## src/rtl/chime_pkg.sv

```systemverilog
// Shared types and constants for the cuckoo chime scheduler.
package chime_pkg;

    typedef enum logic [1:0] {
        IDLE   = 2'd0,
        STRIKE = 2'd1,
        GAP    = 2'd2
    } chime_state_t;

    localparam int MAX_STRIKES = 12;
    localparam int HALF_MINUTE = 30;

    typedef logic [3:0] strike_cnt_t;

    // 12-hour dial: hours 0 and 12 both strike twelve times.
    function automatic strike_cnt_t strike_count(input logic [4:0] hour);
        logic [4:0] dial;
        dial = (hour >= 5'd12) ? hour - 5'd12 : hour;
        if (dial == 5'd0) begin
            return strike_cnt_t'(MAX_STRIKES);
        end
        return dial[3:0];
    endfunction

endpackage

```

## src/rtl/chime_scheduler_if.sv

```systemverilog
// Time-of-day inputs, user controls and strike outputs of the chime scheduler.
interface chime_scheduler_if;
    import chime_pkg::*;

    logic        sec_tick;
    logic [4:0]  hour;
    logic [5:0]  minute;
    logic [5:0]  second;
    logic        mute;
    logic        test_chime;
    logic        play_sound;
    logic        busy;
    strike_cnt_t strikes_left;

    modport master (
        output sec_tick, hour, minute, second, mute, test_chime,
        input  play_sound, busy, strikes_left
    );

    modport slave (
        input  sec_tick, hour, minute, second, mute, test_chime,
        output play_sound, busy, strikes_left
    );

endinterface

```

## src/rtl/chime_gap_timer.sv

```systemverilog
// Loadable down-counter timing the interval between two strike pulses.
module chime_gap_timer #(
    parameter int STRIKE_GAP = 200_000_000
) (
    input  logic clk_sys,
    input  logic rst_b,
    input  logic load,
    input  logic dec,
    output logic zero
);

    localparam int CNT_W = (STRIKE_GAP < 2) ? 1 : $clog2(STRIKE_GAP);
    localparam logic [CNT_W-1:0] LOAD_VAL = CNT_W'(STRIKE_GAP - 1);

    logic [CNT_W-1:0] count_q;
    logic [CNT_W-1:0] count_d;

    always_comb begin
        count_d = count_q;
        if (load) begin
            count_d = LOAD_VAL;
        end else if (dec && (count_q != '0)) begin
            count_d = count_q - CNT_W'(1);
        end
    end

    // Flags the cycle in which the count reaches zero, so the caller can
    // act on it without spending an extra cycle at zero.
    assign zero = (count_d == '0);

    always_ff @(posedge clk_sys) begin
        if (!rst_b) begin
            count_q <= '0;
        end else begin
            count_q <= count_d;
        end
    end

endmodule

```

## src/rtl/chime_scheduler.sv

```systemverilog
// Hourly / half-hourly / test strike sequencer for the cuckoo sound stage.
module chime_scheduler
    import chime_pkg::*;
#(
    parameter int STRIKE_GAP   = 200_000_000,
    parameter bit HALF_HOUR_EN = 1'b1
) (
    input  logic             CLOCK_50,
    input  logic             RESET_N,
    chime_scheduler_if.slave bus
);

    // state  | meaning
    // IDLE   | waiting for an hour, half-hour or test request
    // STRIKE | play_sound high for this single cycle, gap timer loaded
    // GAP    | gap timer running; next strike or back to IDLE on expiry

    if (STRIKE_GAP < 2) begin : g_gap_check
        $error("chime_scheduler: STRIKE_GAP must be at least 2");
    end

    chime_state_t state_q, state_d;
    logic         play_sound_q, play_sound_d;
    logic         busy_q, busy_d;
    strike_cnt_t  strikes_left_q, strikes_left_d;
    logic         test_prev_q, test_prev_d;

    logic top_req, half_req, test_req;
    logic timer_load, timer_dec, timer_zero;

    assign top_req  = bus.sec_tick && (bus.minute == 6'd0) && (bus.second == 6'd0)
                      && (bus.hour <= 5'd23);
    assign half_req = HALF_HOUR_EN && bus.sec_tick && (bus.second == 6'd0)
                      && (bus.minute == 6'(HALF_MINUTE));
    assign test_req = bus.test_chime && !test_prev_q;

    assign timer_load = (state_q == STRIKE);
    assign timer_dec  = (state_q == GAP);

    chime_gap_timer #(
        .STRIKE_GAP(STRIKE_GAP)
    ) u_gap_timer (
        .clk_sys(CLOCK_50),
        .rst_b  (RESET_N),
        .load   (timer_load),
        .dec    (timer_dec),
        .zero   (timer_zero)
    );

    always_comb begin
        state_d        = state_q;
        strikes_left_d = strikes_left_q;
        test_prev_d    = bus.test_chime;
        case (state_q)
            IDLE: begin
                if (!bus.mute) begin
                    if (top_req) begin
                        strikes_left_d = strike_count(bus.hour);
                        state_d        = STRIKE;
                    end else if (half_req || test_req) begin
                        strikes_left_d = 4'd1;
                        state_d        = STRIKE;
                    end
                end
            end
            STRIKE: begin
                if (bus.mute) begin
                    strikes_left_d = '0;
                    state_d        = IDLE;
                end else begin
                    state_d = GAP;
                end
            end
            GAP: begin
                if (bus.mute) begin
                    strikes_left_d = '0;
                    state_d        = IDLE;
                end else if (timer_zero) begin
                    strikes_left_d = strikes_left_q - 4'd1;
                    state_d        = (strikes_left_q != 4'd1) ? STRIKE : IDLE;
                end
            end
            default: begin
                strikes_left_d = '0;
                state_d        = IDLE;
            end
        endcase
        // Outputs are registered copies of the next state so they line up with it.
        play_sound_d = (state_d == STRIKE);
        busy_d       = (state_d != IDLE);
    end

    always_ff @(posedge CLOCK_50) begin
        if (!RESET_N) begin
            state_q        <= IDLE;
            play_sound_q   <= 1'b0;
            busy_q         <= 1'b0;
            strikes_left_q <= '0;
            test_prev_q    <= 1'b1;
        end else begin
            state_q        <= state_d;
            play_sound_q   <= play_sound_d;
            busy_q         <= busy_d;
            strikes_left_q <= strikes_left_d;
            test_prev_q    <= test_prev_d;
        end
    end

    assign bus.play_sound   = play_sound_q;
    assign bus.busy         = busy_q;
    assign bus.strikes_left = strikes_left_q;

endmodule

```

## src/flat_wrapper.sv

```systemverilog
// flat-port wrapper written by rule: the top's interface ports become plain ports
module chime_scheduler_flat import chime_pkg::*;
#(
    parameter int STRIKE_GAP   = 200_000_000,
    parameter bit HALF_HOUR_EN = 1'b1
)
  (CLOCK_50, RESET_N, bus_sec_tick, bus_hour, bus_minute, bus_second, bus_mute, bus_test_chime, bus_play_sound, bus_busy, bus_strikes_left);
  chime_scheduler_if bus_i ();
  input  logic CLOCK_50;
  input  logic RESET_N;
  input wire logic [$bits(bus_i.sec_tick)-1:0] bus_sec_tick;
  input wire logic [$bits(bus_i.hour)-1:0] bus_hour;
  input wire logic [$bits(bus_i.minute)-1:0] bus_minute;
  input wire logic [$bits(bus_i.second)-1:0] bus_second;
  input wire logic [$bits(bus_i.mute)-1:0] bus_mute;
  input wire logic [$bits(bus_i.test_chime)-1:0] bus_test_chime;
  output wire logic [$bits(bus_i.play_sound)-1:0] bus_play_sound;
  output wire logic [$bits(bus_i.busy)-1:0] bus_busy;
  output wire logic [$bits(bus_i.strikes_left)-1:0] bus_strikes_left;
  assign bus_i.sec_tick = bus_sec_tick;
  assign bus_i.hour = bus_hour;
  assign bus_i.minute = bus_minute;
  assign bus_i.second = bus_second;
  assign bus_i.mute = bus_mute;
  assign bus_i.test_chime = bus_test_chime;
  assign bus_play_sound = bus_i.play_sound;
  assign bus_busy = bus_i.busy;
  assign bus_strikes_left = bus_i.strikes_left;
  chime_scheduler #(.STRIKE_GAP(STRIKE_GAP), .HALF_HOUR_EN(HALF_HOUR_EN)) u_core (.CLOCK_50(CLOCK_50), .RESET_N(RESET_N), .bus(bus_i));
endmodule
```

## config.mk

```make
export PLATFORM = sky130hd
export DESIGN_NAME = chime_scheduler_flat
export DESIGN_NICKNAME = d
export VERILOG_FILES = /design/src/rtl/chime_pkg.sv /design/src/rtl/chime_scheduler_if.sv /design/src/rtl/chime_gap_timer.sv /design/src/rtl/chime_scheduler.sv /design/src/flat_wrapper.sv
export SDC_FILE = /design/constraint.sdc
export NUM_CORES = 1
export LEC_CHECK = 0
export BUFFER_PORTS_ARGS = -buffer_cell sky130_fd_sc_hd__buf_2
export CAP_MARGIN = 20
export CORE_ASPECT_RATIO = 1.75
export CORE_MARGIN = 5
export CORE_UTILIZATION = 38
export DETAILED_ROUTE_END_ITERATION = 8
export SKIP_CTS_REPAIR_TIMING = 1
export SYNTH_ARGS = -nofsm -noshare
export SYNTH_HDL_FRONTEND = slang
export SYNTH_SLANG_ARGS = --single-unit
```

## constraint.sdc

```tcl
create_clock -name CLOCK_50 -period 3.6 [get_ports CLOCK_50]
set_clock_uncertainty 0.15 [all_clocks]
set_input_delay 0.9 -clock CLOCK_50 [delete_from_list [all_inputs] [get_ports CLOCK_50]]
set_output_delay 0.9 -clock CLOCK_50 [all_outputs]
set_load 0.1 [all_outputs]
```

## After elaboration in Yosys (flattened, before gate mapping)

Index checks and enable logic that the tools add are counted.

| operators by class | value |
|---|---|
| add/subtract/negate cells | 3 |
| multiplexer cells | 24 |
| reductions and logical operators | 17 |
| eq/ne operators | 9 |
| $lt $le $gt $ge | 2 |

Operators by type and width:

| operator | count |
|---|---|
| 2-to-1 mux 28 bit | 2 |
| 2-to-1 mux 4 bit | 8 |
| logical NOT 28 bit | 1 |
| nonzero test 28 bit | 1 |
| subtractor 28 x 1 -> 28 bit, second input constant | 1 |
| logical NOT 6 bit | 2 |
| 2-to-1 mux 2 bit | 6 |
| case mux 4 bit (3 select lines) | 1 |
| logical AND 1 bit | 7 |
| == test 6 x 5 -> 1 bit, second input constant | 1 |
| case mux 2 bit (3 select lines) | 1 |
| >= comparator 5 x 4 -> 1 bit, second input constant | 1 |
| <= comparator 5 bit, second input constant | 1 |
| logical NOT 5 bit | 1 |
| 2-to-1 mux 1 bit | 5 |
| 2-to-1 mux 5 bit | 1 |
| subtractor 5 x 4 -> 5 bit, second input constant | 1 |
| == test 2 x 1 -> 1 bit, second input constant | 2 |
| inequality test 2 bit, second input constant | 2 |
| inequality test 4 x 1 -> 1 bit, second input constant | 1 |
| AND reduction 4 bit | 1 |
| subtractor 4 x 1 -> 4 bit, second input constant | 1 |
| inequality test 3 x 1 -> 1 bit, second input constant | 1 |
| inequality test 3 x 2 -> 1 bit, second input constant | 1 |
| other kinds (5) | 5 |

| word-level totals | value |
|---|---|
| bits of input ports | 22 |
| output and inout port bits | 6 |
| bits in registers | 37 |

## Logic depth before layout (Yosys ltp)

| depth | value |
|---|---|
| depth in word-level cells | 11 |
| depth in mapped cells | 13 |
| depth with buffers taken out | 11 |

## Hierarchy

A second synthesis with hierarchy kept.

| second synthesis, totals | value |
|---|---|
| cell total of the unflattened synthesis | 312 |
| area total of the unflattened synthesis | 2553.7 um2 |

Modules (own cells, without submodules):

| module | sequential area each (um2) | cells an instance | instances | area an instance (um2) |
|---|---|---|---|---|
| chime_gap_timer | 560.5 | 214 | 1 | 1766.7 |
| chime_scheduler | 180.2 | 98 | 1 | 787.0 |

## Least setup slack after synthesis

No wires, ideal clock.

| timing path | value |
|---|---|
| kind | reg2reg |
| start | register u_core.u_gap_timer.count_q[3] |
| end | register u_core.strikes_left_q[0] (netlist: u_core.bus.strikes_left[0]) |
| path slack | 0.407 ns |
| data required time | 3.318 ns |
| period minus slack after synthesis | 3.193 ns |
| cell stages (with the launch flop) | 13 |
| data arrival time | 2.911 ns |
| path through | dfxtp_1 buf_6 or4_4 or3_4 or3_4 buf_6 a211oi_2 nand4_1 nor4_1 and4b_1 buf_6 o21ai_4 mux2i_1 |

| between the ends | value |
|---|---|
| cells in the longest elaborated chain, start to end | 7 |
| elaborated cells on any way between the ends | 8 |
| classes of those cells | 1 x add/sub; 1 x eq/ne; 2 x mux; 4 x reduce/logical |

Ends and longest elaborated chain:

| item | line | text |
|---|---|---|
| from (decl) | chime_gap_timer.sv:15 | `logic [CNT_W-1:0] count_q;` |
| from (signal assigned) | chime_gap_timer.sv:35 | `count_q <= count_d;` |
| parallel branches: the longest is 2 deep, another holds subtractor 28 x 1 -> 28 bit | -- |  |
| 2-to-1 mux 28 bit * | chime_gap_timer.sv:22 | `end else if (dec && (count_q != '0)) begin` |
| 2-to-1 mux 28 bit * | chime_gap_timer.sv:20 | `if (load) begin` |
| logical NOT 28 bit * | chime_gap_timer.sv:29 | `assign zero = (count_d == '0);` |
| inequality test 3 x 2 -> 1 bit (no source line) * | -- |  |
| AND reduction 4 bit (no source line) * | -- |  |
| to (signal assigned) | chime_scheduler.sv:104 | `strikes_left_q <= strikes_left_d;` |
| to (decl) | chime_scheduler.sv:25 | `strike_cnt_t strikes_left_q, strikes_left_d;` |

Every way passes the cells marked *.
A chain may end at the register's enable or synchronous reset.

## Final worst setup path

Ends and elaborated chain as after synthesis.

==> impl_metrics.toml <==
[timing]
hold_violations = 0
post-route-period-util_pct = 95.7
slew_viol_final = 0
setup_viol = 0
worstMarginPinSlew_ns = 0.746
period_needed_ns = 3.45
finalSetupTns_ns = 0
slew_headroom_pct = 50.2
layout_setup_ws_ns = 0.153
rsz0062_at_grt = "false"
fmax_mhz = 290

[route]
drcViolationCount = 0
viasPerCell = 5.88
wire_per_inst_um = 17.8
dr.pass1.iters = 4
vias = 2557
drtIter0Drc = 181
antenna_left = 0
finalWirelength_mm = 7.75

[cts]
cts_tree = "done"
numCtsBuffers = 5
path_clk_slew_ns = 0.08
clock_latency_ns = 0.30
h-tree-depth = 2
clockBufferDepth = 2
clock-root-buffer = "clkbuf_8"
clock_sinks = 37

[cells_and_area]
stdcell_count = 435
fillers = 645
drive_gt1_share_pct = 21.4
final_nets = 382
n_antenna_cell = 0
final-seq-area_um2 = 741
area.growth.synth_to_final_pct = 17.8
multiInputGateArea_mm2 = 0.00158

[critical_path]
crit_required_ns = 3.62
max_stage_delay_ns = 0.56
path_buf_inv = 1
cp-start-kind = "flop"
critPathSlowestCell = "or4_4"
critical_path.top_delay_family = "simple AND/OR/NAND/NOR gates"
arrival_ns = 3.47
end_kind = "flop"
path_cells = "or4_4 > or3_4 > or3_4 > buf_4 > a211oi_2 > nand4_1 > nor4_1 > and4b_1 > o21ai_4 > mux2i_1"
crit_fanout = 7
worstSetupPathType = "flop to flop"
cpMostUsedCell = "or3_4"

[worst_hold_path]
hp-class = "flop to flop"

[synth]
ys_types = 58
syn_inst = 313
synth_seq_cells = 37
yosys-top-cells-area = "dfxtp_1 (30%), nor2_1 (7.0%), xnor2_1 (4.3%)"
synth_top_area_share_pct = 30.5
synth_edf_count = 0
synthTopCellsByCount = "nor2_1 (45), dfxtp_1 (37), nand2_1 (23), a21oi_1 (20), nor3_1 (20)"
yosysMostFrequentCell = "nor2_1"
synth.avg_cell_area_um2 = 7.76
async_flop_share_pct = 0
ys_warn_count = 0
synth_largest_area_cell = "dfxtp_1"
netlist_area_mm2 = 0.00243
synthesis.nets = 341
ys_seq_area_share_pct = 30.5
synth_flop_cell = "dfxtp_1"

[global_route]
use_met2_pct = 39.0
gr-usage-met3_pct = 2.43
grt_busiest_layer = "met2"
antenna_found_initial = 0
grt.total_usage_pct = 19.6
grt_first_pass_wirelength_mm = 12.5
first_global_vias = 2525
grt_use_met1_pct = 19.3
grt_start_max_net_pins = 22
gr-total-overflow = 0

[floorplanning]
rows = 38
coreArea_mm2 = 0.00623
ios = 28
die-area_mm2 = 0.00815
floorplan.initialDensity_pct = 39.0
die_x_um = 70.4
die_h_um = 116

[placed_design]
place_inst = 427
io_buffers = 27
place_ws_ns = 0.162
dpl.hpwl_mm = 5.99
routabilityCongestion = 0.969

[power_and_ir_drop]
leakage_nw = 1.17
finalPower_mw = 1.06
irDropWorstVdd_uv = 187
power_density_mw_per_mm2 = 369

[flow_run]
drv_cap = 0

[status]
status = "finished, final reports clean"
area by class of cell:
class                           instances  area share, %
Multi-Input combinational cell        250           55.3
Sequential cell                        37           25.9
Timing Repair Buffer                   49           10.5
Tap cell                               80           3.50
Clock buffer                            6           2.89
Inverter                               11           1.44
Clock inverter                          2          0.481
stage by stage:
| stage | util, % | instance area, um^2 | hold slack, ns |
|---|---|---|---|
| after detailed placement | 44.1 | 2750 | 0.343 |
| after global placement | 44.1 | 2750 | 0.335 |
| after floorplan | - | 2430 | 0.319 |
| after global routing | 45.9 | 2860 | 0.401 |
| after CTS | 45.7 | 2840 | 0.356 |
| final | 45.9 | 2860 | 0.354 |
where the power goes:
group          internal, mW  leakage, nW  switching [mW]  total [mW]
Clock                 0.155       0.0512           0.166       0.322
Combinational         0.120        0.817           0.182       0.302
Sequential            0.421        0.300          0.0117       0.433
Total                 0.697         1.17           0.360        1.06
path summary, 6_finish.rpt:
kind | from | to | slack (ns) | cells past startpoint
min reg2reg | u_core.bus.strikes_left[1]$_SDFFE_PN0P_ | u_core.bus.strikes_left[1]$_SDFFE_PN0P_ | 0.35 | 2
min | u_core.bus.strikes_left[1]$_SDFFE_PN0P_ | u_core.bus.strikes_left[1]$_SDFFE_PN0P_ | 0.35 | 2
max | u_core.u_gap_timer.count_q[3]$_SDFF_PN0_ | u_core.bus.strikes_left[0]$_SDFFE_PN0P_ | 0.15 | 10
max reg2reg | u_core.u_gap_timer.count_q[3]$_SDFF_PN0_ | u_core.bus.strikes_left[0]$_SDFFE_PN0P_ | 0.15 | 10
flip-flops by register name (all words and copies together), names as in the netlist:
name and cells:
u_core.bus.play_sound 1, u_core.u_gap_timer.count_q 28, u_core.test_prev_q 1, u_core.state_q 2, u_core.bus.strikes_left 4, u_core.bus.busy 1
layer usage:
metal  part of all wire [%]  up-vias  wire [um]
met2                     56       75       4310
met4                    4.4        0        344
met1                     36     1220       2820
met3                    3.5       26        273
met5                      0        -          0
li1                       -     1236          -
layout by cell type (no fill, tap or decap), types with 6 or more instances in the layout:
cell,n
xnor2_1,12
o21ai_0,7
buf_2,27
dfxtp_1,37
or3_1,7
nand2_1,23
nand4_1,7
inv_1,10
nand2b_1,8
nor4_1,13
ha_1,6
buf_4,22
nor3_1,20
nor2_1,45
a21oi_1,20
clkbuf_8,6
a31oi_1,12
or2_2,6
tightest hold or removal path: stages, from the launching register on:
cell	delay, ns
dfxtp_1	0.34
nand2_1	0.06
mux2i_1	0.06
cells by family (layout without fill, tap and decap cells):
group / Yosys count / after routing / synth area share, %
simple gates: 154 / 154 / 33.2
xor+xnor: 14 / 14 / 5.05
mux: 4 / 4 / 1.65
fa+ha+maj: 6 / 6 / 3.09
compound gates: 72 / 72 / 21.5
flops: 37 / 37 / 30.5
buf+inv: 26 / 68 / 5.05
Power figures use the tool's default switching activity.
